## src/rtl/dcache_refill_pkg.sv

```systemverilog
// Shared types and sizing helpers for the dcache line-refill sequencer.
package dcache_refill_pkg;

  typedef enum logic [2:0] {
    StIdle,
    StAr,
    StData,
    StDrain,
    StDone
  } state_e;

  localparam logic [1:0] AXI_RESP_OKAY = 2'b00;

  // R beats needed to assemble one cache word.
  function automatic int unsigned calc_beats(input int unsigned word_w,
                                             input int unsigned data_w);
    return word_w / data_w;
  endfunction

  // R beats in a complete line burst.
  function automatic int unsigned calc_total(input int unsigned word_w,
                                             input int unsigned data_w,
                                             input int unsigned line_words);
    return calc_beats(word_w, data_w) * line_words;
  endfunction

endpackage

```

## src/rtl/dcache_refill_axi_if.sv

```systemverilog
// AXI read address/data channel bundle between the refill sequencer and the AXI port.
interface dcache_refill_axi_if #(
  parameter int unsigned ADDR_W     = 32,
  parameter int unsigned AXI_DATA_W = 8
);

  logic                  ar_valid;
  logic                  ar_ready;
  logic [ADDR_W-1:0]     ar_addr;
  logic [7:0]            ar_len;
  logic                  r_valid;
  logic                  r_ready;
  logic [AXI_DATA_W-1:0] r_data;
  logic [1:0]            r_resp;
  logic                  r_last;

  modport master (
    output ar_valid, ar_addr, ar_len, r_ready,
    input  ar_ready, r_valid, r_data, r_resp, r_last
  );

  modport slave (
    input  ar_valid, ar_addr, ar_len, r_ready,
    output ar_ready, r_valid, r_data, r_resp, r_last
  );

endinterface

```

## src/rtl/dcache_rd_shift.sv

```systemverilog
// Word-wide shift register; each enabled load pushes a narrow beat in at the MSB end.
module dcache_rd_shift #(
  parameter int unsigned WORD_W = 16,
  parameter int unsigned IN_W   = 8
) (
  input  logic              clk_i,
  input  logic              rst_ni,
  input  logic              en_i,
  input  logic [IN_W-1:0]   data_i,
  output logic [WORD_W-1:0] q_o
);

  logic [WORD_W-1:0] shift_q;
  logic [WORD_W-1:0] shift_d;

  generate
    if (WORD_W > IN_W) begin : g_shift
      assign shift_d = {data_i, shift_q[WORD_W-1:IN_W]};
    end else begin : g_pass
      assign shift_d = data_i;
    end
  endgenerate

  always_ff @(posedge clk_i or negedge rst_ni) begin
    if (!rst_ni) begin
      shift_q <= '0;
    end else if (en_i) begin
      shift_q <= shift_d;
    end
  end

  assign q_o = shift_q;

endmodule

```

## src/rtl/dcache_refill_seq.sv

```systemverilog
// Dcache line-refill sequencer: one AR burst, narrow R beats assembled into words.
module dcache_refill_seq
  import dcache_refill_pkg::*;
#(
  parameter int unsigned AXI_DATA_W = 8,
  parameter int unsigned WORD_W     = 16,
  parameter int unsigned ADDR_W     = 32,
  parameter int unsigned LINE_WORDS = 4
) (
  input  logic                          clk_i,
  input  logic                          rst_ni,
  input  logic                          req_valid_i,
  output logic                          req_ready_o,
  input  logic [ADDR_W-1:0]             req_addr_i,
  dcache_refill_axi_if.master           axi,
  output logic                          word_valid_o,
  output logic [WORD_W-1:0]             word_data_o,
  output logic [$clog2(LINE_WORDS)-1:0] word_idx_o,
  output logic                          done_o,
  output logic                          err_o,
  output logic                          busy_o
);

  localparam int unsigned Beats = calc_beats(WORD_W, AXI_DATA_W);
  localparam int unsigned Total = calc_total(WORD_W, AXI_DATA_W, LINE_WORDS);
  localparam int unsigned IdxW  = $clog2(LINE_WORDS);
  localparam int unsigned BeatW = (Beats > 1) ? $clog2(Beats) : 1;
  localparam int unsigned OffW  = $clog2(LINE_WORDS * WORD_W / 8);
  localparam logic [ADDR_W-1:0] OffMask = ADDR_W'((64'd1 << OffW) - 64'd1);

  state_e            state_q, state_d;
  logic [ADDR_W-1:0] addr_q, addr_d;
  logic [BeatW-1:0]  beat_cnt_q, beat_cnt_d;
  logic [IdxW-1:0]   word_cnt_q, word_cnt_d;
  logic [IdxW-1:0]   word_idx_q, word_idx_d;
  logic              word_valid_q, word_valid_d;
  logic              err_q, err_d;
  logic              shift_en;
  logic              word_end;
  logic              line_end;

  assign word_end = (beat_cnt_q == BeatW'(Beats - 1));
  assign line_end = word_end && (word_cnt_q == IdxW'(LINE_WORDS - 1));

  always_comb begin
    state_d      = state_q;
    addr_d       = addr_q;
    beat_cnt_d   = beat_cnt_q;
    word_cnt_d   = word_cnt_q;
    word_idx_d   = word_idx_q;
    word_valid_d = 1'b0;
    err_d        = err_q;
    shift_en     = 1'b0;
    req_ready_o  = 1'b0;
    axi.ar_valid = 1'b0;
    axi.r_ready  = 1'b0;
    done_o       = 1'b0;

    unique case (state_q)
      StIdle: begin
        req_ready_o = 1'b1;
        if (req_valid_i) begin
          addr_d     = req_addr_i & ~OffMask;
          beat_cnt_d = '0;
          word_cnt_d = '0;
          err_d      = 1'b0;
          state_d    = StAr;
        end
      end
      StAr: begin
        axi.ar_valid = 1'b1;
        if (axi.ar_ready) begin
          state_d = StData;
        end
      end
      StData: begin
        axi.r_ready = 1'b1;
        if (axi.r_valid) begin
          shift_en = 1'b1;
          if (axi.r_resp != AXI_RESP_OKAY) begin
            err_d = 1'b1;
          end
          if (word_end) begin
            beat_cnt_d   = '0;
            word_cnt_d   = word_cnt_q + 1'b1;
            word_valid_d = 1'b1;
            word_idx_d   = word_cnt_q;
          end else begin
            beat_cnt_d = beat_cnt_q + 1'b1;
          end
          if (line_end) begin
            if (axi.r_last) begin
              state_d = StDone;
            end else begin
              err_d   = 1'b1;
              state_d = StDrain;
            end
          end else if (axi.r_last) begin
            // Truncated burst: any partial word stays unreported.
            err_d   = 1'b1;
            state_d = StDone;
          end
        end
      end
      StDrain: begin
        axi.r_ready = 1'b1;
        if (axi.r_valid && axi.r_last) begin
          state_d = StDone;
        end
      end
      StDone: begin
        done_o  = 1'b1;
        state_d = StIdle;
      end
      default: state_d = StIdle;
    endcase
  end

  always_ff @(posedge clk_i or negedge rst_ni) begin
    if (!rst_ni) begin
      state_q      <= StIdle;
      addr_q       <= '0;
      beat_cnt_q   <= '0;
      word_cnt_q   <= '0;
      word_idx_q   <= '0;
      word_valid_q <= 1'b0;
      err_q        <= 1'b0;
    end else begin
      state_q      <= state_d;
      addr_q       <= addr_d;
      beat_cnt_q   <= beat_cnt_d;
      word_cnt_q   <= word_cnt_d;
      word_idx_q   <= word_idx_d;
      word_valid_q <= word_valid_d;
      err_q        <= err_d;
    end
  end

  dcache_rd_shift #(
    .WORD_W (WORD_W),
    .IN_W   (AXI_DATA_W)
  ) u_shift (
    .clk_i  (clk_i),
    .rst_ni (rst_ni),
    .en_i   (shift_en),
    .data_i (axi.r_data),
    .q_o    (word_data_o)
  );

  assign axi.ar_addr  = addr_q;
  assign axi.ar_len   = 8'(Total - 1);
  assign word_valid_o = word_valid_q;
  assign word_idx_o   = word_idx_q;
  assign err_o        = (state_q == StDone) && err_q;
  assign busy_o       = (state_q != StIdle);

endmodule
```

## src/flat_wrapper.sv

```systemverilog
// flat-port wrapper written by rule: the top's interface ports become plain ports
module dcache_refill_seq_flat import dcache_refill_pkg::*;
#(
  parameter int unsigned AXI_DATA_W = 8,
  parameter int unsigned WORD_W     = 16,
  parameter int unsigned ADDR_W     = 32,
  parameter int unsigned LINE_WORDS = 4
)
  (clk_i, rst_ni, req_valid_i, req_ready_o, req_addr_i, word_valid_o, word_data_o, word_idx_o, done_o, err_o, busy_o, axi_ar_valid, axi_ar_addr, axi_ar_len, axi_r_ready, axi_ar_ready, axi_r_valid, axi_r_data, axi_r_resp, axi_r_last);
  dcache_refill_axi_if #(.ADDR_W(ADDR_W), .AXI_DATA_W(AXI_DATA_W)) axi_i ();
  input  logic clk_i;
  input  logic rst_ni;
  input  logic req_valid_i;
  output logic req_ready_o;
  input  logic [ADDR_W-1:0] req_addr_i;
  output logic word_valid_o;
  output logic [WORD_W-1:0] word_data_o;
  output logic [$clog2(LINE_WORDS)-1:0] word_idx_o;
  output logic done_o;
  output logic err_o;
  output logic busy_o;
  output wire logic [$bits(axi_i.ar_valid)-1:0] axi_ar_valid;
  output wire logic [$bits(axi_i.ar_addr)-1:0] axi_ar_addr;
  output wire logic [$bits(axi_i.ar_len)-1:0] axi_ar_len;
  output wire logic [$bits(axi_i.r_ready)-1:0] axi_r_ready;
  input wire logic [$bits(axi_i.ar_ready)-1:0] axi_ar_ready;
  input wire logic [$bits(axi_i.r_valid)-1:0] axi_r_valid;
  input wire logic [$bits(axi_i.r_data)-1:0] axi_r_data;
  input wire logic [$bits(axi_i.r_resp)-1:0] axi_r_resp;
  input wire logic [$bits(axi_i.r_last)-1:0] axi_r_last;
  assign axi_ar_valid = axi_i.ar_valid;
  assign axi_ar_addr = axi_i.ar_addr;
  assign axi_ar_len = axi_i.ar_len;
  assign axi_r_ready = axi_i.r_ready;
  assign axi_i.ar_ready = axi_ar_ready;
  assign axi_i.r_valid = axi_r_valid;
  assign axi_i.r_data = axi_r_data;
  assign axi_i.r_resp = axi_r_resp;
  assign axi_i.r_last = axi_r_last;
  dcache_refill_seq #(.AXI_DATA_W(AXI_DATA_W), .WORD_W(WORD_W), .ADDR_W(ADDR_W), .LINE_WORDS(LINE_WORDS)) u_core (.clk_i(clk_i), .rst_ni(rst_ni), .req_valid_i(req_valid_i), .req_ready_o(req_ready_o), .req_addr_i(req_addr_i), .axi(axi_i), .word_valid_o(word_valid_o), .word_data_o(word_data_o), .word_idx_o(word_idx_o), .done_o(done_o), .err_o(err_o), .busy_o(busy_o));
endmodule
```

## config.mk

```make
export PLATFORM = sky130hd
export DESIGN_NAME = dcache_refill_seq_flat
export DESIGN_NICKNAME = d
export VERILOG_FILES = /design/src/rtl/dcache_refill_pkg.sv /design/src/rtl/dcache_refill_axi_if.sv /design/src/rtl/dcache_rd_shift.sv /design/src/rtl/dcache_refill_seq.sv /design/src/flat_wrapper.sv
export SDC_FILE = /design/constraint.sdc
export NUM_CORES = 1
export LEC_CHECK = 0
export CAP_MARGIN = 40
export CORE_MARGIN = 4
export CORE_UTILIZATION = 44
export DETAILED_ROUTE_END_ITERATION = 7
export PLACE_DENSITY_LB_ADDON = 0.2
export SYNTH_ARGS = -nofsm -noshare
export SYNTH_HDL_FRONTEND = slang
export SYNTH_SLANG_ARGS = --single-unit
export TNS_END_PERCENT = 1
```

## constraint.sdc

```tcl
create_clock -name clk_i -period 2.85 [get_ports clk_i]
set_clock_uncertainty 0.1 [all_clocks]
set_input_delay 0.57 -clock clk_i [delete_from_list [all_inputs] [get_ports clk_i]]
set_output_delay 0.57 -clock clk_i [all_outputs]
set_load 0.005 [all_outputs]
```

==> run_results.csv <==
group,metric,value,unit
outcome,status,"completed",
yosys,ys_seq_elements,55,
die,die_height,82.8,µm
yosys,synth.avg_cell_area,15.3,µm²
sta,rsz0062_at_grt,"false",
sta,finalWorstPathRequiredPeriod,2.49,ns
clock_tree,root_buffer,"clkbuf_8",
drt,initialDrtViolationCount,40,
clock_tree,ctsHoldBuffers,0,
yosys,synth.largest_area_cell,"dfrtp_1",
yosys,yosys_warnings,0,
yosys,synth_cell_types,34,
sta,report.final.slew_viol_count,0,
global_route,grt_start_max_net_pins,56,
hold_path,min_path_type,"primary input to asynchronous set/reset pin",
place,gp_congestion,0.741,
worst_setup_path,cp_data_arrival_time,1.82,ns
place,dp.cells,321,
worst_setup_path,start_kind,"flop",
drt,num_vias,1559,
worst_setup_path,worst_ep_required_time,2.18,ns
yosys,synthArstFlopShare,100,%
worst_setup_path,cpMaxStageDelayCell,"dfrtp_1",
clock_tree,postCtsSetupRepairBufs,0,
sta,tightest_slew,0.668,ns
place,io_buffers,98,
drt,drcViolationCount,0,
worst_setup_path,crit_fanout,10,
worst_setup_path,critPathCaptureType,"primary output",
power_and_ir_drop,p_per_area,1000,nW/µm²
clock_tree,cts_resized,0,
finish,antenna_cells,0,
sta,relSlewSlack,55.5,%
global_route,track_usage,14.1,%
drt,drt_pre_antenna_iters,4,
drt,wl,4.91,mm
finish,layoutNonFillerInstCount,329,
yosys,synth_top_cell_area_share,56.0,%
die,core_area,5270,µm²
sta,setup_viol,0,
finish,area_growth,41.7,%
drt,post_drt_wl_per_cell,14.9,µm
sta,tns,0,ns
clock_tree,clk-insertion-delay-late,0.29,ns
yosys,ys_top_cells_by_area,"dfrtp_1 56%, mux2_4 18%, mux2_2 9.2%",
sta,finalCritPeriodShare,87.5,%
worst_setup_path,crit_buf_inv,2,
drt,highest_layer,"met4",
clock_tree,cts_buffer_depth,2,
clock_tree,cts.sinks,55,
place,hpwl,3.60,mm
drt,met1_length,2.07,mm
drt,drtAntennaViolNets,0,
power_and_ir_drop,max-vdd-ir-drop,522,µV
worst_setup_path,crit_chain,"inv_1 > nor3_1 > and2_1 > clkdlybuf4s50_1",
global_route,grt-ovfl-total,0,
global_route,grt_pass1_vias,1596,
die,rows,26,
die,initial_core_util,46.7,%
power_and_ir_drop,p_leak,1.54,nW
worst_setup_path,critical_path_class,"flop to primary output",
yosys,ys.flop_type,"dfrtp_1",
die,die_area,6850,µm²
finish,drive_above_1_share,25.1,%
clock_tree,numCtsBuffers,5,
yosys,synth_edf_count,0,
die,die_w,82.8,µm
global_route,grt_pass1_wl,7.32,mm
clock_tree,cts_tree,"yes",
global_route,antenna_found_initial,0,
yosys,synth_cells,161,
run,max_cap_violations,0,
finish,fin_nets,307,
clock_tree,ctsHtreeMaxLevel,2,
drt,routed-wl-met3,431,µm
die,io_pins,113,
sta,fmax,0.401,GHz
drt,met2_wirelength,2.40,mm
clock_tree,path_clk_slew,0.09,ns
drt,avgViaCountPerCell,4.74,
yosys,yosys-top-cells-count,"55 x dfrtp_1, 29 x mux2_4, 20 x mux2_2",
worst_setup_path,cp_top_family,"buffers and inverters",
yosys,ys_seq_area_share,56.0,%
worst_setup_path,critical_path.max_stage_delay,0.53,ns
yosys,synth_most_common_cell,"dfrtp_1",
yosys,synth_area,2460,µm²
sta,hold_viol,0,
cells in the final DEF, fill, tap and decap left out:
| cell | netlist | routed |
|---|---|---|
| mux2_4 | 29 | 29 |
| or3_4 | 1 | 1 |
| ha_1 | 1 | 1 |
| nor3b_1 | 1 | 1 |
| a21oi_1 | 1 | 1 |
| buf_2 | 2 | 1 |
| clkbuf_8 | 0 | 5 |
| nand3b_1 | 1 | 1 |
| mux2_2 | 20 | 20 |
| nor2b_1 | 2 | 2 |
| nand4b_1 | 1 | 1 |
| inv_1 | 2 | 2 |
| a22o_1 | 2 | 2 |
| dfrtp_1 | 55 | 55 |
| and3_1 | 2 | 2 |
| a221o_1 | 1 | 1 |
| and2_1 | 1 | 1 |
| inv_6 | 0 | 1 |
| xnor2_1 | 1 | 1 |
| o21ai_0 | 1 | 1 |
| nor3_1 | 3 | 3 |
| nor4b_1 | 1 | 1 |
| inv_2 | 1 | 1 |
| nand2_1 | 6 | 6 |
| nor2_1 | 1 | 1 |
| conb_1 | 2 | 11 |
| o21a_1 | 1 | 1 |
| a31oi_1 | 1 | 1 |
| and4bb_2 | 1 | 1 |
| a31o_2 | 1 | 1 |
| clkinv_2 | 0 | 2 |
| buf_4 | 12 | 2 |
| clkdlybuf4s50_1 | 0 | 97 |
| and2_4 | 1 | 1 |
| a311o_1 | 1 | 1 |
routing by layer:
layer  up-vias  track usage, %
met3         2            4.97
li1        732               -
met2        62            23.6
met4         0            2.45
met1       763            17.9
met5         -               0
cells by family (layout without fill, tap and decap cells):
family | after synthesis | after routing | share of synthesized area, %
xor+xnor | 1 | 1 | 0.356
simple gates | 22 | 22 | 5.60
mux | 49 | 49 | 26.9
other cells | 2 | 11 | 0.305
compound gates | 9 | 9 | 2.85
flops | 55 | 55 | 56.0
fa+ha+maj | 1 | 1 | 0.509
buf+inv | 22 | 111 | 7.58
metrics by stage:
stage	area [µm²]	power (mW)	util, %	worst slack, ns	hold slack, ns
after floorplan	2490	2.27	-	1.06	0.174
after global placement	3400	3.09	64.5	0.552	0.389
after detailed placement	3400	3.12	64.5	0.543	0.390
after CTS	3480	3.56	66.1	0.335	0.311
after global routing	3480	3.73	66.1	0.239	0.337
final	3480	3.50	66.1	0.357	0.277
report_power, final:
group	switching (mW)	internal (mW)	total [mW]
combinational	0.473	1.22	1.69
sequential	0.247	1.15	1.39
clock	0.239	0.173	0.412
state kept, by name, indices dropped and copies added (netlist names):
name / cells
u_core.word_idx_o: 2
u_core.word_valid_o: 1
u_core.u_shift.q_o: 16
u_core.axi.ar_addr: 29
u_core.state_q: 3
u_core.beat_cnt_q: 1
u_core.word_cnt_q: 2
u_core.err_q: 1
final timing paths:
check                                       start                      to  slack, ns  cells past startpoint
hold reg to reg            u_core.axi.ar_addr[14]  u_core.axi.ar_addr[14]       0.41                      1
max in group asynchronous                  rst_ni  u_core.axi.ar_addr[16]       1.92                      2
hold / removal                             rst_ni    u_core.word_idx_o[0]       0.28                      2
min in group clk_i         u_core.axi.ar_addr[14]  u_core.axi.ar_addr[14]       0.41                      1
setup reg to reg                u_core.state_q[1]   u_core.axi.ar_addr[3]       0.76                      4
setup / recovery                u_core.state_q[2]                   err_o       0.36                      4
worst register-to-register path: cells and delay by family (launching register included):
family                 cells  cell delay (ns)
buffers and inverters      1             0.07
flip-flops                 1             0.52
multiplexers               1             0.38
AND/OR/NAND/NOR            2             0.91
cell type report:
class                           instances  area [µm²]
Sequential cell                        55        1380
Inverter                                3        11.3
Clock buffer                            5        68.8
Tap cell                               70        87.6
Clock inverter                          3        18.8
Timing Repair Buffer                  100         991
Fill cell                             412        1790
Multi-Input combinational cell         93         931
Note: power is estimated with default switching activity, not from simulation.
